<file path="src/rtl/dma_pkg.sv">
// Shared types and address-region constants for the DMA bus arbiter.
package dma_pkg;

  typedef enum logic [1:0] {
    OWN_CPU  = 2'd0,
    OWN_OAM  = 2'd1,
    OWN_HDMA = 2'd2
  } owner_t;

  typedef enum logic [1:0] {
    IDLE = 2'd0,
    RD   = 2'd1,
    WR   = 2'd2,
    GAP  = 2'd3
  } state_t;

  localparam logic [15:0] VRAM_LO  = 16'h8000;
  localparam logic [15:0] VRAM_HI  = 16'h9FFF;
  localparam logic [15:0] ECHO_LO  = 16'hE000;
  localparam logic [15:0] ECHO_OFS = 16'h2000;
  localparam logic [15:0] IO_LO    = 16'hFF00;
  localparam logic [15:0] HRAM_LO  = 16'hFF80;
  localparam logic [7:0]  OAM_LAST = 8'h9F;

endpackage

</file>
<file path="src/rtl/dma_addr_map.sv">
// Combinational region decode: DMA source classification/echo remap and CPU HRAM/IO detect.
module dma_addr_map
  import dma_pkg::*;
(
  input  logic [15:0] src_addr,
  input  logic [15:0] cpu_addr,
  output logic        is_vram,
  output logic        is_echo,
  output logic        is_hram_io,
  output logic [15:0] remap
);

  assign is_vram    = (src_addr >= VRAM_LO) && (src_addr <= VRAM_HI);
  assign is_echo    = (src_addr >= ECHO_LO);
  assign remap      = is_echo ? (src_addr - ECHO_OFS) : src_addr;
  // FF80 and up is HRAM/IE; FF00-FF7F is the IO page
  assign is_hram_io = (cpu_addr >= HRAM_LO) || (cpu_addr[15:7] == IO_LO[15:7]);

endmodule

</file>
<file path="src/rtl/dma_bus_arbiter.sv">
// Shares the memory bus and VRAM/OAM write ports between the CPU, OAM DMA and HDMA;
// each DMA byte is a read phase then a write phase, ownership changes only at byte boundaries.
module dma_bus_arbiter
  import dma_pkg::*;
#(
  parameter int HDMA_GAP   = 0,
  parameter bit HDMA_FIRST = 1'b1
) (
  input  logic        clk,
  input  logic        reset,
  input  logic        ce,
  input  logic [15:0] cpu_addr,
  input  logic        cpu_rd,
  input  logic        cpu_wr,
  input  logic [7:0]  cpu_do,
  output logic [7:0]  cpu_di,
  output logic        cpu_stall,
  input  logic        hdma_req,
  input  logic [15:0] hdma_src,
  input  logic [15:0] hdma_dst,
  output logic        hdma_ack,
  input  logic        oam_req,
  input  logic [15:0] oam_src,
  output logic        oam_ack,
  output logic [15:0] bus_addr,
  output logic        bus_rd,
  output logic        bus_wr,
  output logic [7:0]  bus_do,
  input  logic [7:0]  bus_di,
  output logic        vram_we,
  output logic [12:0] vram_addr,
  output logic [7:0]  vram_data,
  output logic        oam_we,
  output logic [7:0]  oam_addr,
  output logic [7:0]  oam_data,
  output logic [1:0]  owner
);

  localparam logic [1:0] GAP_LAST = 2'(HDMA_GAP - 1);

  state_t      state_q, state_d;
  owner_t      owner_q, owner_d;
  logic [1:0]  gap_q, gap_d;
  logic [15:0] addr_q;
  logic [12:0] dst_q;
  logic [7:0]  oam_idx_q;
  logic        blocked_q;
  logic [7:0]  data_q;

  logic        pick_hdma, pick_oam, arb, grant_hdma, grant_oam;
  logic [15:0] src_mux, src_remap;
  logic        src_vram, src_echo, cpu_hi_io;
  logic [7:0]  wr_data, wr_mux;
  logic        cpu_pass, is_wr, hdma_wr, oam_wr;
  logic        unused_dst;

  assign unused_dst = ^hdma_dst[15:13];

  // Simultaneous requests: fresh from IDLE the parameter decides, otherwise alternate
  always_comb begin
    pick_hdma = hdma_req;
    if (hdma_req && oam_req) begin
      if (state_q == IDLE) pick_hdma = HDMA_FIRST;
      else                 pick_hdma = (owner_q != OWN_HDMA);
    end
    pick_oam = oam_req && !pick_hdma;
  end

  assign src_mux = pick_hdma ? hdma_src : oam_src;

  dma_addr_map u_addr_map (
    .src_addr   (src_mux),
    .cpu_addr   (cpu_addr),
    .is_vram    (src_vram),
    .is_echo    (src_echo),
    .is_hram_io (cpu_hi_io),
    .remap      (src_remap)
  );

  // The IDLE decision is also taken at the end of WR/GAP so back-to-back bytes need no idle cycle
  always_comb begin
    state_d    = state_q;
    owner_d    = owner_q;
    gap_d      = gap_q;
    arb        = 1'b0;
    grant_hdma = 1'b0;
    grant_oam  = 1'b0;
    case (state_q)
      IDLE: arb = 1'b1;
      RD:   state_d = WR;
      WR: begin
        if (owner_q == OWN_HDMA && HDMA_GAP > 0) begin
          state_d = GAP;
          gap_d   = 2'd0;
        end else begin
          arb = 1'b1;
        end
      end
      GAP: begin
        if (gap_q == GAP_LAST) arb = 1'b1;
        else                   gap_d = 2'(gap_q + 2'd1);
      end
      default: state_d = IDLE;
    endcase
    if (arb) begin
      if (pick_hdma) begin
        state_d    = RD;
        owner_d    = OWN_HDMA;
        grant_hdma = 1'b1;
      end else if (pick_oam) begin
        state_d    = RD;
        owner_d    = OWN_OAM;
        grant_oam  = 1'b1;
      end else begin
        state_d    = IDLE;
        owner_d    = OWN_CPU;
      end
    end
  end

  always_ff @(posedge clk) begin
    if (reset) begin
      state_q   <= IDLE;
      owner_q   <= OWN_CPU;
      gap_q     <= 2'd0;
      addr_q    <= 16'h0000;
      dst_q     <= 13'h0000;
      oam_idx_q <= 8'h00;
      blocked_q <= 1'b0;
      data_q    <= 8'h00;
    end else if (ce) begin
      state_q <= state_d;
      owner_q <= owner_d;
      gap_q   <= gap_d;
      if (grant_hdma || grant_oam) addr_q <= src_remap;
      if (grant_hdma) begin
        dst_q     <= hdma_dst[12:0];
        blocked_q <= src_vram || src_echo;
      end
      if (grant_oam) begin
        oam_idx_q <= oam_src[7:0];
        blocked_q <= 1'b0;
      end
      if (state_q == WR) data_q <= wr_data;
    end
  end

  assign wr_data = blocked_q ? 8'hFF : bus_di;
  assign wr_mux  = (state_q == WR) ? wr_data : data_q;
  // A DMA read phase always owns the bus; the CPU only gets HRAM/IO through outside it
  assign cpu_pass = (state_q != RD) &&
                    ((owner_q == OWN_CPU) || (owner_q == OWN_OAM && cpu_hi_io));
  assign is_wr   = ce && (state_q == WR);
  assign hdma_wr = is_wr && (owner_q == OWN_HDMA);
  assign oam_wr  = is_wr && (owner_q == OWN_OAM);

  always_comb begin
    bus_addr  = (state_q == RD || !cpu_pass) ? addr_q : cpu_addr;
    bus_rd    = ce && (((state_q == RD) && !blocked_q) || (cpu_pass && cpu_rd));
    bus_wr    = ce && cpu_pass && cpu_wr;
    bus_do    = cpu_do;
    cpu_di    = cpu_pass ? bus_di : 8'hFF;
    cpu_stall = (owner_q == OWN_HDMA);
    hdma_ack  = hdma_wr;
    vram_we   = hdma_wr;
    vram_addr = dst_q;
    vram_data = wr_mux;
    oam_ack   = oam_wr;
    oam_we    = oam_wr && (oam_idx_q <= OAM_LAST);
    oam_addr  = oam_idx_q;
    oam_data  = wr_mux;
    owner     = owner_q;
    // Reset takes effect on the outputs immediately so an in-flight byte is dropped
    if (reset) begin
      bus_addr  = 16'h0000;
      bus_rd    = 1'b0;
      bus_wr    = 1'b0;
      bus_do    = 8'h00;
      cpu_di    = 8'hFF;
      cpu_stall = 1'b0;
      hdma_ack  = 1'b0;
      vram_we   = 1'b0;
      vram_addr = 13'h0000;
      vram_data = 8'h00;
      oam_ack   = 1'b0;
      oam_we    = 1'b0;
      oam_addr  = 8'h00;
      oam_data  = 8'h00;
      owner     = 2'd0;
    end
  end

endmodule

</file>
<file path="config.mk">
export PLATFORM = sky130hd
export DESIGN_NAME = dma_bus_arbiter
export DESIGN_NICKNAME = d
export VERILOG_FILES = /design/src/rtl/dma_pkg.sv /design/src/rtl/dma_addr_map.sv /design/src/rtl/dma_bus_arbiter.sv
export SDC_FILE = /design/constraint.sdc
export NUM_CORES = 1
export LEC_CHECK = 0
export ABC_AREA = 1
export BUFFER_PORTS_ARGS = -buffer_cell sky130_fd_sc_hd__buf_4
export CORE_ASPECT_RATIO = 1.75
export CORE_MARGIN = 2
export CORE_UTILIZATION = 48
export DETAILED_ROUTE_END_ITERATION = 8
export GPL_TIMING_DRIVEN = 0
export PLACE_DENSITY = 0.86
export RECOVER_POWER = 100
export SETUP_SLACK_MARGIN = 0.05
export SYNTH_ARGS = -nofsm -noshare
export SYNTH_HDL_FRONTEND = slang
export SYNTH_SLANG_ARGS = --single-unit
</file>
<file path="constraint.sdc">
create_clock -name clk -period 2.7 [get_ports clk]
set_input_delay 0.135 -clock clk [delete_from_list [all_inputs] [get_ports clk]]
set_output_delay 0.135 -clock clk [all_outputs]
set_load 0.05 [all_outputs]
</file>
# After elaboration in Yosys (flattened, before gate mapping)
# Index checks and enable logic that the tools add are counted.
# word_totals
ff_bits	52
latchBits	0
ram_bits	0
romBits	0
in_bits	87
output_inout_bits	78
mem_count	0
# classes
addsub	2
multipliers	0
div	0
magnitude_cmp	5
n_eq_ne	9
shifts	0
n_mux	35
n_bitwise	1
reduce_logical	35
# ops
op	count
$mux 16	4
$mux 8	7
$ge 16x16->1 const B	3
$mux 1	18
$le 16x16->1 const B	1
$sub 16x14->16 const B	1
$logic_and 1x1->1	14
$mux 13	1
$reduce_and 2->1	6
$eq 9x9->1 const B	1
$eq 2x2->1 const B	4
$le 8x8->1 const B	1
$mux 2	4
$logic_or 1x1->1	6
$eq 2x1->1 const B	2
$logic_not 2->1	2
$reduce_bool 2->1	2
$logic_not 1->1	3
$reduce_and 3->1	1
$add 2x1->2 const B	1
$ne 2x1->1 const B	1
$ne 2x2->1 const B	1
$pmux 1 s2	1
$reduce_or 2->1	1
$not 1->1	1

# Depth between registers and ports, before layout
# depth
word_depth	10
ltp_mapped	11
depth_no_buf	10

# Hierarchy
# From an unflattened synthesis, not the netlist that was laid out.
# unflattened
hier_cells	565
hier_area_um2	3449.6
# by_module_without_submodules
mod	instances	cells_each	area_per_inst_um2	seq_area_each_um2
dma_bus_arbiter	1	516	3170.5	1041.0
dma_addr_map	1	49	279.0	0.0

# Worst setup path after synthesis
# No wires, ideal clock.
# synth_path
path_kind	register to output
startpoint	register owner_q[0]
endpoint	output port oam_we
t_arrival_ps	2940
slack_ps	-375
path_stages_with_launch	6
n_path_buf	0
path_cell_list	dfxtp_1 -> inv_1 -> nor2_1 -> inv_1 -> nor3_1 -> o21a_1
# synth_between
elab_chain_len	4
# synth_lines
element	line	rtl
from (decl)	dma_bus_arbiter.sv:42	owner_t owner_q, owner_d;
from (signal assigned)	dma_bus_arbiter.sv:133	owner_q <= owner_d;
$eq 2x1->1	dma_bus_arbiter.sv:155	assign oam_wr = is_wr && (owner_q == OWN_OAM);
$logic_and 1x1->1	dma_bus_arbiter.sv:155	
$logic_and 1x1->1	dma_bus_arbiter.sv:169	oam_we = oam_wr && (oam_idx_q <= OAM_LAST);
$mux 1	dma_bus_arbiter.sv:174	if (reset) begin
to (decl)	dma_bus_arbiter.sv:33	output logic oam_we,
# No other way between the ends.

# Final worst setup path
# layout_path
startpoint	register state_q[1]
endpoint	output port vram_data[1]
# layout_between
elab_chain_len	3
# layout_lines
element	line	rtl
from (decl)	dma_bus_arbiter.sv:41	state_t state_q, state_d;
from (signal assigned)	dma_bus_arbiter.sv:132	state_q <= state_d;
$eq 2x2->1	dma_bus_arbiter.sv:149	assign wr_mux = (state_q == WR) ? wr_data : data_q;
$mux 8	n/a	
$mux 8	dma_bus_arbiter.sv:174	
to (decl)	dma_bus_arbiter.sv:32	output logic [7:0] vram_data,
# No other way between the ends.

==> out/qor.csv <==
metric,value,unit
outcome,"finished, final reports clean",
hpwl dp,7520,um
FP Rows,38,
cells after synthesis,461,
Die ar.,0.00690,mm2
combinational share of power,43.2,%
GRT overflow,0,
fmax,0.412,GHz
post-CTS setup buffer count,0,
Total Neg Setup Slack,0,ps
CTS tree,built,
vias post-DR,3557,
Internal Pwr Total,1.46,mW
Worst Path Required,2570,ps
CP Launch Type,flop,
share of layout cells above drive strength 1,22.7,%
worst reg2reg endpoint,addr_q[5],
Post-synth ARST share,0,%
port buffer count,160,
initial core utilization,48.8,%
via/cell ratio,5.02,
Netlist Area Pre-Place,0.00299,mm2
Syn. warnings,0,
hold slack,103,ps
flop2flop setup slack,700,ps
First DRT Iteration DRCs,107,
syn avg cell area,6.49,um2
root buffer selected by CTS,clkbuf_8,
sw power,1.12,mW
hold buffer count at CTS,0,
pin count of the biggest net entering global routing,17,
Critical-path top delay cell,clkbuf_1,
Pleak,2.02,nW
RSZ-0062 raised after global routing,no,
Clk pwr share,22.1,%
worst hold path class,in2reg,
Max Transition Viols Final,0,
Worst EP arrival,2290,ps
CTS sink cnt,52,
#FFs+latches synth,52,
GPL Wtd Cong,0.849,
max cap viols,0,
initial antenna violation count,0,
final setup vio count,0,
vias in the first global route,3326,
die height,108,um
number of flops mapped to enable cells by yosys,0,
GRT Total Usage,27.1,%
reg-to-reg startpoint,gap_q[0],
Setup CP Type,reg2out,
CTS max path bufs,2,
area growth from synthesis to final layout,38.1,%
Peak supply drop,0.379,mV
first-pass GRT wire length,15000,um
DRC Markers,0,
PostCTS Resize Cnt,0,
die width,63.7,um
"Reg clk slew, reported paths",100,ps
HP Start,hdma_dst[1],
crit path max fanout,10,
IO Pins,165,
diodes inserted,0,
number of detailed-route iterations in the first pass,6,
PD cells,625,mW/mm2
Nets,717,
"Primary FF master, synth",dfxtp_1,
skew final,10.7,ps
H-tree Lvls,2,
final wirelength,9330,um
"CP delay by family, top",buffers and inverters,
Min-Delay Path Depth,3,
worst stage delay on the critical path,460,ps
Unique masters post-synth,31,
FF-to-FF path depth,9,
Final Hold Fails,0,
sequential area share after synthesis,34.8,%
DRT antenna net count,0,
clk_lat worst skew,310,ps
Sw Share,43.3,%
Buf/Inv on CP,4,
kind of end point of the critical path,primary output,
total CTS buffers,5,
share of power burned in registers,34.6,%
syn nets,550,
Max-Slew Margin vs Limit,57.3,%
routed length per placed instance,13.2,um
fin crit share,89.9,%
critical-path cell list,inv_1 -> nor2_1 -> clkbuf_1 -> nor2_1 -> a211oi_1 -> buf_4 -> clkbuf_1,
hold endpoint,dst_q[1],
crit path time final,2430,ps
Slew @ Worst Pin,643,ps
Core Area,0.00613,mm2
==> area by class of cell <==
| cell class | count | area (um2) |
|---|---|---|
| repair buffers | 160 | 958 |
| well taps | 80 | 100 |
| clock buffers | 6 | 82.6 |
| multi-input cells | 300 | 1440 |
| plain buffers | 35 | 190 |
| fillers | 631 | 2000 |
| inverters | 74 | 278 |
| clock inverters | 2 | 38.8 |
| flip-flops and latches | 52 | 1040 |
==> cell usage in the layout (no fill, tap or decap), drive strengths merged, types with 7 or more instances in the layout <==
cell type	count
buf	105
clkbuf	96
nor2	95
inv	74
nand2	61
dfxtp	52
o21ai	47
a21oi	38
nand3	23
o211ai	14
a211oi	8
nor3	7
==> synthesized netlist by cell type (2+ instances only) <==
library cell | instances | share of area [%]
inv_1 | 68 | 8.5
nor3_1 | 7 | 1.2
nand2_2 | 6 | 1.3
buf_2 | 5 | 0.84
nand2_1 | 53 | 6.6
nor2_2 | 3 | 0.63
o21ai_1 | 2 | 0.33
nand2_4 | 2 | 0.75
nor2_1 | 91 | 11
a211oi_1 | 8 | 2.0
o211ai_1 | 14 | 3.5
ha_1 | 2 | 0.84
a21oi_1 | 36 | 6.0
nand4_1 | 2 | 0.42
nand3_2 | 2 | 0.67
inv_2 | 6 | 0.75
dfxtp_1 | 52 | 35
buf_4 | 13 | 3.3
clkbuf_1 | 12 | 1.5
nand3_1 | 20 | 3.3
buf_1 | 3 | 0.38
o21ai_0 | 45 | 7.5
==> worst register-to-register path, delay by kind of cell (launching register included) <==
family | cells | cell delay (ps)
compound gates | 2 | 480
fa+ha+maj | 1 | 170
buf+inv | 2 | 460
flops | 1 | 370
simple gates | 4 | 440
==> worst max-delay path by stage <==
stage / cells after the start / from / slack [ps] / endpoint
finish: 7 / state_q[1] / 270 / vram_data[1]
global placement: 7 / state_q[1] / 790 / vram_we
floorplan: 6 / state_q[1] / 70 / vram_data[0]
detailed placement: 7 / state_q[1] / 800 / vram_we
CTS: 7 / state_q[1] / 460 / vram_we
global route: 8 / state_q[0] / 110 / bus_addr[3]
==> logic make-up (layout without fill, tap and decap cells) <==
logic type      count (synthesis)  in the layout  synth area share (%)
fa+ha+maj                       2              2                 0.836
buf+inv                       109            277                  16.1
simple gates                  189            189                  27.5
flops                          52             52                  34.8
compound gates                109            109                  20.7
==> sequential cells by signal (all words and copies together), names as in the netlist <==
signal and count:
dst_q 13, oam_idx_q 8, gap_q 2, state_q 2, blocked_q 1, data_q 8, addr_q 16, owner_q 2
==> metal layers <==
metal	GRT usage, %	vias up	wire length [um]
li1	-	1784	-
met1	27.7	1629	3410
met2	53.3	125	5260
met3	4.16	19	441
met4	10.9	0	221
met5	0	-	0
==> through the flow <==
step | setup slack [ps] | power, mW | area [um2] | utilization, % | instances
detailed placement | 803 | 2.12 | 4300 | 70.1 | 701
global placement | 791 | 2.10 | 4300 | 70.1 | 701
floorplan | 74.3 | 1.73 | 3000 | - | 461
global route | 112 | 2.73 | 4130 | 67.4 | 709
CTS | 462 | 2.69 | 4420 | 72.1 | 709
finish | 273 | 2.58 | 4130 | 67.4 | 709
==> power by group through the flow <==
stage                     registers, mW  clock network (mW)  logic, mW
after floorplan                   0.902                   0      0.831
after global placement            0.909                   0       1.19
after detailed placement          0.912                   0       1.21
after CTS                         0.895               0.579       1.22
after global routing              0.906               0.610       1.21
final                             0.895               0.572       1.12
Power figures use the tool's default switching activity.
